### src/rtl/l2_req_arbiter_if.sv
// Request/response bundle between the I/D/cache-op requesters, the L2 controller and l2_req_arbiter.
interface l2_req_arbiter_if;
  logic       i_req;
  logic       d_req;
  logic       d_we;
  logic       op_req;
  logic [6:0] op_code;
  logic       l2_init;
  logic       l2_ready_i;
  logic       l2_ready_d;
  logic       l2_ready_op;
  logic       i_op;
  logic [1:0] d_op;
  logic [6:0] op;
  logic       i_ack;
  logic       d_ack;
  logic       op_ack;
  logic [1:0] grant;
  logic       busy;
  logic       wd_err;

  modport master (
    output i_req, d_req, d_we, op_req, op_code, l2_init, l2_ready_i, l2_ready_d, l2_ready_op,
    input  i_op, d_op, op, i_ack, d_ack, op_ack, grant, busy, wd_err
  );

  modport slave (
    input  i_req, d_req, d_we, op_req, op_code, l2_init, l2_ready_i, l2_ready_d, l2_ready_op,
    output i_op, d_op, op, i_ack, d_ack, op_ack, grant, busy, wd_err
  );
endinterface

### src/rtl/l2_req_arbiter.sv
// L2 request arbiter: OP > I/D, one owner at a time, per-grant watchdog, one RELEASE cycle after every grant.
// I/D arbitration is fixed D>I with starvation relief, or round-robin when L2ARB_ROUND_ROBIN_EN is defined.
module l2_req_arbiter #(
  parameter int unsigned WD_LIMIT   = 255,
  parameter int unsigned STARVE_MAX = 4
) (
  input  logic           clk,
  input  logic           rst,
  l2_req_arbiter_if.slave bus
);

  typedef enum logic [2:0] {S_IDLE, S_G_OP, S_G_I, S_G_D, S_RELEASE} state_t;

  localparam logic [15:0] WD_LAST = 16'(WD_LIMIT - 1);

  state_t      state;
  state_t      state_nxt;
  logic [15:0] wd_cnt;
  logic        seen_low;
  logic        dwe_lat;
  logic [6:0]  op_lat;
  logic        in_grant;
  logic        done;
  logic        timeout;
  logic        pick_i;
  logic [1:0]  grant_c;

`ifdef L2ARB_ROUND_ROBIN_EN
  logic last_d;

  always_comb pick_i = bus.i_req && (!bus.d_req || last_d);

  always_ff @(posedge clk) begin
    if (rst) begin
      last_d <= 1'b0;
    end else if (state == S_IDLE && state_nxt == S_G_D) begin
      last_d <= 1'b1;
    end else if (state == S_IDLE && state_nxt == S_G_I) begin
      last_d <= 1'b0;
    end
  end
`else
  localparam int SW = ($clog2(STARVE_MAX + 1) > 3) ? $clog2(STARVE_MAX + 1) : 3;
  localparam logic [SW-1:0] SMAX = SW'(STARVE_MAX);

  logic [SW-1:0] starve_cnt;

  always_comb pick_i = bus.i_req && (!bus.d_req || starve_cnt == SMAX);

  always_ff @(posedge clk) begin
    if (rst) begin
      starve_cnt <= '0;
    end else if (!bus.i_req || (state == S_IDLE && state_nxt == S_G_I)) begin
      starve_cnt <= '0;
    end else if (state == S_IDLE && state_nxt == S_G_D && starve_cnt != SMAX) begin
      starve_cnt <= starve_cnt + SW'(1);
    end
  end
`endif

  always_ff @(posedge clk) begin
    if (rst) begin
      state    <= S_IDLE;
      wd_cnt   <= '0;
      seen_low <= 1'b0;
      dwe_lat  <= 1'b0;
      op_lat   <= '0;
    end else begin
      state <= state_nxt;
      // Request attributes are captured while idle so a requester dropping mid-grant cannot disturb the L2.
      if (state == S_IDLE) begin
        wd_cnt   <= '0;
        seen_low <= 1'b0;
        dwe_lat  <= bus.d_we;
        op_lat   <= bus.op_code;
      end else if (in_grant) begin
        wd_cnt <= wd_cnt + 16'd1;
        if (state == S_G_OP && !bus.l2_ready_op) begin
          seen_low <= 1'b1;
        end
      end
    end
  end

  always_comb begin
    state_nxt   = state;
    in_grant    = (state == S_G_OP) || (state == S_G_I) || (state == S_G_D);
    done        = 1'b0;
    grant_c     = 2'd0;
    bus.i_op    = 1'b0;
    bus.d_op    = 2'b00;
    bus.op      = 7'h00;
    bus.i_ack   = 1'b0;
    bus.d_ack   = 1'b0;
    bus.op_ack  = 1'b0;
    timeout     = in_grant && (wd_cnt == WD_LAST);
    case (state)
      S_IDLE: begin
        if (bus.l2_init) begin
          if (bus.op_req) begin
            state_nxt = S_G_OP;
          end else if (pick_i) begin
            state_nxt = S_G_I;
          end else if (bus.d_req) begin
            state_nxt = S_G_D;
          end
        end
      end
      S_G_OP: begin
        grant_c    = 2'd3;
        bus.op     = op_lat;
        // A ready left high from a previous op must fall before it can complete this one.
        done       = bus.l2_ready_op && seen_low;
        bus.op_ack = done && !rst;
      end
      S_G_I: begin
        grant_c   = 2'd1;
        bus.i_op  = 1'b1;
        done      = bus.l2_ready_i;
        bus.i_ack = done && !rst;
      end
      S_G_D: begin
        grant_c   = 2'd2;
        bus.d_op  = {dwe_lat, ~dwe_lat};
        done      = bus.l2_ready_d;
        bus.d_ack = done && !rst;
      end
      S_RELEASE: state_nxt = S_IDLE;
      default:   state_nxt = S_IDLE;
    endcase
    if (in_grant && (done || timeout)) begin
      state_nxt = S_RELEASE;
    end
    bus.wd_err = timeout && !done && !rst;
    bus.grant  = grant_c;
    bus.busy   = (grant_c != 2'd0);
  end

endmodule

### src/flat_wrapper.sv
// flat-port wrapper written by rule: the top's interface ports become plain ports
module l2_req_arbiter_flat 
#(
  parameter int unsigned WD_LIMIT   = 255,
  parameter int unsigned STARVE_MAX = 4
)
  (clk, rst, bus_i_req, bus_d_req, bus_d_we, bus_op_req, bus_op_code, bus_l2_init, bus_l2_ready_i, bus_l2_ready_d, bus_l2_ready_op, bus_i_op, bus_d_op, bus_op, bus_i_ack, bus_d_ack, bus_op_ack, bus_grant, bus_busy, bus_wd_err);
  l2_req_arbiter_if bus_i ();
  input  logic clk;
  input  logic rst;
  input wire logic [$bits(bus_i.i_req)-1:0] bus_i_req;
  input wire logic [$bits(bus_i.d_req)-1:0] bus_d_req;
  input wire logic [$bits(bus_i.d_we)-1:0] bus_d_we;
  input wire logic [$bits(bus_i.op_req)-1:0] bus_op_req;
  input wire logic [$bits(bus_i.op_code)-1:0] bus_op_code;
  input wire logic [$bits(bus_i.l2_init)-1:0] bus_l2_init;
  input wire logic [$bits(bus_i.l2_ready_i)-1:0] bus_l2_ready_i;
  input wire logic [$bits(bus_i.l2_ready_d)-1:0] bus_l2_ready_d;
  input wire logic [$bits(bus_i.l2_ready_op)-1:0] bus_l2_ready_op;
  output wire logic [$bits(bus_i.i_op)-1:0] bus_i_op;
  output wire logic [$bits(bus_i.d_op)-1:0] bus_d_op;
  output wire logic [$bits(bus_i.op)-1:0] bus_op;
  output wire logic [$bits(bus_i.i_ack)-1:0] bus_i_ack;
  output wire logic [$bits(bus_i.d_ack)-1:0] bus_d_ack;
  output wire logic [$bits(bus_i.op_ack)-1:0] bus_op_ack;
  output wire logic [$bits(bus_i.grant)-1:0] bus_grant;
  output wire logic [$bits(bus_i.busy)-1:0] bus_busy;
  output wire logic [$bits(bus_i.wd_err)-1:0] bus_wd_err;
  assign bus_i.i_req = bus_i_req;
  assign bus_i.d_req = bus_d_req;
  assign bus_i.d_we = bus_d_we;
  assign bus_i.op_req = bus_op_req;
  assign bus_i.op_code = bus_op_code;
  assign bus_i.l2_init = bus_l2_init;
  assign bus_i.l2_ready_i = bus_l2_ready_i;
  assign bus_i.l2_ready_d = bus_l2_ready_d;
  assign bus_i.l2_ready_op = bus_l2_ready_op;
  assign bus_i_op = bus_i.i_op;
  assign bus_d_op = bus_i.d_op;
  assign bus_op = bus_i.op;
  assign bus_i_ack = bus_i.i_ack;
  assign bus_d_ack = bus_i.d_ack;
  assign bus_op_ack = bus_i.op_ack;
  assign bus_grant = bus_i.grant;
  assign bus_busy = bus_i.busy;
  assign bus_wd_err = bus_i.wd_err;
  l2_req_arbiter #(.WD_LIMIT(WD_LIMIT), .STARVE_MAX(STARVE_MAX)) u_core (.clk(clk), .rst(rst), .bus(bus_i));
endmodule
### config.mk
export PLATFORM = sky130hd
export DESIGN_NAME = l2_req_arbiter_flat
export DESIGN_NICKNAME = d
export VERILOG_FILES = /design/src/rtl/l2_req_arbiter_if.sv /design/src/rtl/l2_req_arbiter.sv /design/src/flat_wrapper.sv
export SDC_FILE = /design/constraint.sdc
export NUM_CORES = 1
export LEC_CHECK = 0
export CORE_MARGIN = 3
export CORE_UTILIZATION = 45
export DETAILED_ROUTE_END_ITERATION = 8
export GPL_TIMING_DRIVEN = 0
export PLACE_DENSITY = 0.75
export SLEW_MARGIN = 20
export SYNTH_ARGS = -nofsm -noshare
export SYNTH_HDL_FRONTEND = slang
export SYNTH_SLANG_ARGS = --single-unit
### constraint.sdc
create_clock -name clk -period 1.5 [get_ports clk]
set_input_delay 0.3 -clock clk [delete_from_list [all_inputs] [get_ports clk]]
set_output_delay 0.3 -clock clk [all_outputs]
set_load 0.005 [all_outputs]
==> metrics, run 1 <==
fin crit share=138%; syn nets=217; crit path launch type=register; peak supply drop=0.634 mV; largest net degree at the start of global routing=11; Synth Register Bits=31; max-cap viol count=0; die height=65.6 microns; Total Routed Length=5.69 mm; initial antenna violation count=0; register area share after synthesis=38.8%; final-report setup violation count=34; Critical-path top delay cell=dfxtp_2; wire length per cell=17.6 microns; CTS H-Tree Depth=2; Antenna Cells=0; Slew Limit Fails=0; cell family with most CP delay=simple AND/OR/NAND/NOR gates; Required @ worst endpoint=1200 ps; hold path depth=2; hold endpoint=u_core.op_lat[5]; Worst-path clk slew=110 ps; 1st-iter DRT viols=123; outcome=complete, but fails checks; Buffers on Ports=33; switching part of the total=26.7%; Clock Tree Buf Depth=2; Total GRT Usage=23.6%; core area=3390 sq um; TNS Setup=-5520 ps; highest fanout seen on the critical path=2; via count=1800; top_reg_cell synth=dfxtp_1; Final min period=2070 ps; area occupied by registers=642 sq um; Area Growth Syn to Fin=69.8%; CTS tree=built; WP buf/inv=2; FP Rows=21; Final Hold Fails=0; NetSw=642 uW; Post-Syn Instances=196; design area=2720 sq um; die width=65.6 microns; Hold Path Class=reg -> reg; # IOs=34; reg-to-reg critical path endpoint=u_core.state[1]; first-pass GRT wire length=7.76 mm; crit path cell chain=inv_2, ha_4, nor4b_4, and4_4, nand3_4, nor3b_2, buf_2; clk sinks=31; Hold Crit Start=u_core.op_lat[5]; CTS buffer count=5; FF-to-FF setup slack=-270 ps; layout cells sized above 1=47.7%; Remaining Overflow, GRT=0; # placed instances=275; Setup CP Type=reg -> out; Critical Path AT=1770 ps; fmax=484 MHz; pwr dens=884 nW/um^2; post-detail-place hpwl=2.63 mm; Post-synth EDFFs=0; CP startpoint=u_core.wd_cnt[0]; sequential share of power=37.1%; count of TritonRoute iterations in the first routing pass=4; # DRC=0; Critical Path End Type=output pin; vias in the first global route=1734; multi-input logic area=1110 sq um; Clock Latency Late Sink=350 ps; RD Place Congestion=0.757; Routed Antenna Nets=0; failing checks=negative setup slack; R2R cell count=9; Slew HR=78.4%; Reg-to-Reg Start=u_core.wd_cnt[0]; P_leak=0.00108 uW; initial cell density of the core=47.2%; fin cells=323; fillers=210; placed cell areas=2020 sq um; crit-path max cell delay=340 ps; Avg Inst Size Synth=8.16 sq um; slew at the pin closest to its max-slew limit=322 ps; Clk network pwr share=34.8%; Internal=1760 uW; WHS=458 ps; post-DR vias/cell=5.57; Clock Tree Root=clkbuf_4; Util after Layout=80.2%; Synth cell types=41; combinational share of power=28.1%; Warnings, synthesis=0; setup ws final=-565 ps; DIE AREA=4310 sq um; Post-Syn Area=1600 sq um; nets=297; clk_skew=11.6 ps; Async SR Flop Fraction=0%; RSZ-0062 raised after global routing=yes
==> area by class of cell <==
type	count	share of cell area [%]
clock inverter	2	2.21
multi-input combinational	148	41.0
tap	46	2.12
timing repair buffer	75	25.9
inverter	10	1.47
buffer	5	2.12
sequential	31	23.6
clock buffer	6	1.52
==> synthesized netlist by cell type, drive strengths merged, types with 4 or more instances <==
cell type | instances | share of area [%]
a21oi | 21 | 6.6
and2 | 8 | 3.1
buf | 5 | 1.7
dfxtp | 31 | 39
ha | 4 | 3.1
inv | 10 | 2.3
nand2 | 24 | 5.6
nand3 | 7 | 2.2
nand4 | 6 | 3.3
nor2 | 15 | 3.5
nor3b | 4 | 1.9
o21ai | 10 | 3.1
or3 | 9 | 3.5
xor2 | 5 | 2.7
==> stage by stage <==
step	power [uW]	setup WS, ps
3_3_place_gp	1280	-716
2_1_floorplan	1130	5.48
3_5_place_dp	1290	-700
6_report	2400	-565
5_1_grt	2490	-623
4_1_cts	2300	-456
==> worst min-delay path, stage by stage (launching register included) <==
cell	delay [ps]
dfxtp_1	320
nand2_1	50
a21oi_1	50
==> state kept, by name, indices dropped and copies added, names as in the netlist <==
| signal | count |
|---|---|
| u_core.state | 3 |
| u_core.op_lat | 7 |
| u_core.starve_cnt | 3 |
| u_core.dwe_lat | 1 |
| u_core.seen_low | 1 |
| u_core.wd_cnt | 16 |
==> worst max path at each step <==
stage | cells past startpoint | slack, ps | to
global route | 7 | -620 | bus_wd_err
CTS | 7 | -460 | bus_wd_err
finish | 7 | -570 | bus_wd_err
global placement | 4 | -720 | bus_i_ack
floorplan | 6 | 5 | u_core.starve_cnt[0]
detailed placement | 4 | -700 | bus_i_ack
==> cells in the final DEF (no fill, tap or decap), types with 4 or more instances in the layout <==
master	synthesis	final
clkdlybuf4s50_1	0	15
or3_4	0	5
buf_4	1	23
a21oi_2	0	6
nand4_1	5	5
and2_4	0	7
dfxtp_2	0	11
or3_1	9	4
dfxtp_1	31	18
buf_2	4	7
nand3_1	7	5
inv_1	10	6
nor2_1	15	14
buf_6	0	27
clkbuf_4	0	5
nand2_1	24	21
xor2_1	5	5
a21oi_1	21	15
o21ai_0	10	8
==> what timing repair did <==
action / CTS / global route
resized for setup: 117 / 47
cloned: 0 / 0
pin swaps: 22 / 18
buffers inserted: 34 / 14
endpoints found under the setup margin: 37 / 39
hold buffers: 0 / 0
==> kinds of logic after synthesis <==
group | Yosys count | share of synthesized area, %
and+or+nand+nor | 96 | 34.5
AOI/OAI and AO/OA | 40 | 14.6
DFF | 31 | 38.8
xor gates and xnor gates | 7 | 3.83
buffers and inverters | 17 | 4.54
adders and majority gates | 4 | 3.13
muxes | 1 | 0.626
==> power groups by stage <==
stage / clock (uW) / combinational (uW) / sequential (uW)
floorplan: 0 / 231 / 899
global placement: 0 / 378 / 903
detailed placement: 0 / 382 / 905
CTS: 837 / 580 / 884
global route: 874 / 717 / 895
finish: 837 / 675 / 890
==> layer usage <==
layer / global-route usage [%] / share of wire (%)
met2: 42.3 / 53
met5: 0 / 0
met1: 26.8 / 40
met4: 10.1 / 2.2
met3: 4.79 / 4.2
Note: power is estimated with default switching activity, not from simulation.
==> run 2, diff against run 1 <==
--- a/config.mk
+++ b/config.mk
@@ -9,7 +9,7 @@
 export CORE_UTILIZATION = 45
 export DETAILED_ROUTE_END_ITERATION = 8
 export GPL_TIMING_DRIVEN = 0
-export PLACE_DENSITY = 0.75
+export PLACE_DENSITY = 0.76
 export SLEW_MARGIN = 20
 export SYNTH_ARGS = -nofsm -noshare
 export SYNTH_HDL_FRONTEND = slang
==> constraint.sdc (replaced) <==
create_clock -name clk -period 1.7 [get_ports clk]
set_input_delay 0.34 -clock clk [delete_from_list [all_inputs] [get_ports clk]]
set_output_delay 0.34 -clock clk [all_outputs]
set_load 0.005 [all_outputs]
==> metrics, run 2 (synthesis gave the netlist of run 1 again) <==
Antenna Cells=0 (unchanged); slew at the pin closest to its max-slew limit=319 ps (-2.36 ps); largest net degree at the start of global routing=12 (+1); initial cell density of the core=47.2% (unchanged); Critical Path AT=1670 ps (-100 ps); clk_skew=7.17 ps (-4.41 ps); count of TritonRoute iterations in the first routing pass=4 (unchanged); initial antenna violation count=0 (unchanged); CTS tree=built; wire length per cell=13.7 microns (-22%); via count=1692 (-6.0%); Clock Tree Buf Depth=2 (unchanged); setup ws final=-315 ps (+251 ps); Required @ worst endpoint=1360 ps (+160 ps); hold_buf cts=0 (unchanged); placed cell areas=1990 sq um (-1.2%); RSZ-0062 raised after global routing=yes; WHS=459 ps (+0.542 ps); Clock Latency Late Sink=330 ps (-20 ps); R2R cell count=6 (-3); outcome=complete, but fails checks; CTS buffer count=5 (unchanged); fmax=496 MHz; Hold Crit Start=u_core.op_lat[6]; WP buf/inv=2 (unchanged); layout cells sized above 1=37.1% (-11 points); die height=65.6 microns (unchanged); reg-to-reg critical path endpoint=u_core.starve_cnt[0]; nets=287 (-3.4%); clk sinks=31 (unchanged); Setup CP Type=reg -> out; post-detail-place hpwl=2.50 mm (-4.9%); DIE AREA=4310 sq um (unchanged); Total GRT Usage=20.4% (-3.2 points); cell depth of the worst setup path=7 (unchanged); Routed Antenna Nets=0 (unchanged); die width=65.6 microns (unchanged); FF-to-FF setup slack=60 ps (+330 ps); fin cells=313 (-3.1%); # placed instances=275 (unchanged); CP startpoint=u_core.wd_cnt[0]; Biggest register=u_core.wd_cnt; biggest regs=u_core.wd_cnt (16), u_core.op_lat (7); Slew HR=78.6% (+0.16 points); pwr dens=775 nW/um^2 (-12%); core area=3390 sq um (unchanged); Final min period=2010 ps; Worst-path clk slew=100 ps (about the same); CP endpoint=bus_wd_err; # IOs=34 (unchanged); Largest register FFs=16 (unchanged); peak supply drop=0.555 mV (-13%); fin crit share=119%; Critical-path top delay cell=dfxtp_2; max-cap viol count=0 (unchanged); failing checks=negative setup slack; Reg-to-Reg Start=u_core.starve_cnt[0]; crit-path max cell delay=340 ps (about the same); Slew Limit Fails=0 (unchanged); P_leak=0.00101 uW (-6.6%); pre-CTS setup slack=-630 ps (+69.8 ps); # DRC=0 (unchanged); CTS H-Tree Depth=2 (unchanged); FP Rows=21 (unchanged); vias in the first global route=1556 (-10%); RD Place Congestion=0.836 (+11%); Critical Path End Type=output pin; Hold Path Class=reg -> reg; cell family with most CP delay=simple AND/OR/NAND/NOR gates; first-pass GRT wire length=6.87 mm (-11%); most frequent cells in the layout=nand2_1 (23), dfxtp_1 (23), buf_4 (21); crit path launch type=register; Remaining Overflow, GRT=0 (unchanged); design area=2490 sq um (-8.2%); Total Routed Length=4.28 mm (-25%); post-DR vias/cell=5.41 (-3.0%); crit path cell chain=inv_2, ha_4, nor4b_4, and4_1, nand3_2, nor3b_2, buf_2; highest fanout seen on the critical path=2 (unchanged); 1st-iter DRT viols=88 (-28%); Area Growth Syn to Fin=55.9%; Clock Tree Root=clkbuf_4; final-report setup violation count=10 (-71%); Buffers on Ports=33 (unchanged); Final Hold Fails=0 (unchanged)
run 2: cell types whose count changed in the layout (fill, tap and decap cells not counted), sizes merged:
cell           delta
buf              -13
clkbuf            +2
bufinv            -1
clkdlybuf4s15     -1
clkinv            +1
dlygate4sd2       +1
nor2              +1
run 2: worst min path at each step:
| stage | to | cells after the start |
|---|---|---|
| floorplan | u_core.op_lat[0] | 2 |
| global placement | u_core.op_lat[1] | 2 |
| detailed placement | u_core.op_lat[3] | 2 |
| CTS | u_core.op_lat[1] | 2 |
| global route | u_core.op_lat[4] | 2 |
| finish | u_core.op_lat[6] | 2 |
run 2: final cells by class:
cell class / instances / area [sq um]
Clock buffer: 6 / 51.3
Fill cell: 244 / 895
Buffer: 5 / 50.0
Sequential cell: 31 / 638
Timing Repair Buffer: 64 / 581
Clock inverter: 2 / 35.0
Tap cell: 46 / 57.6
Multi-Input combinational cell: 149 / 1040
Inverter: 10 / 40.0
run 2: where the power goes:
| part | switching [uW] | internal, uW |
|---|---|---|
| Sequential | 27.7 | 760 |
| Combinational | 228 | 309 |
| Clock | 261 | 347 |
| Total | 517 | 1420 |
run 2: worst register-to-register path: stages (launching register included):
cell	delay [ps]
dfxtp_2	370
inv_1	50
ha_1	210
nand2_1	90
or3b_4	390
or3_4	340
a21oi_2	140
run 2: repair_timing:
| item | CTS | global route |
|---|---|---|
| resized for setup | 77 | 58 |
| setup buffers | 24 | 12 |
| pin swaps | 8 | 14 |
| endpoints found under the setup margin | 27 | 37 |
| cloned | 1 | 0 |
run 2: through the flow:
stage	TNS [ps]	total power, uW	utilization (%)
after detailed placement	-5610	1120	58.8
after global placement	-5390	1120	58.8
after global routing	-1790	2030	73.6
final	-889	1930	73.6
after CTS	-2890	1860	69.1
after floorplan	0	984	-
run 2: per-layer routing:
metal | vias up | routed length (microns) | share of wire [%] | track usage, %
met1 | 803 | 1820 | 42 | 25.6
met3 | 9 | 289 | 6.7 | 5.13
met5 | - | 0 | 0 | 0
met2 | 54 | 2100 | 49 | 33.7
li1 | 826 | - | - | -
met4 | 0 | 74 | 1.7 | 6.99
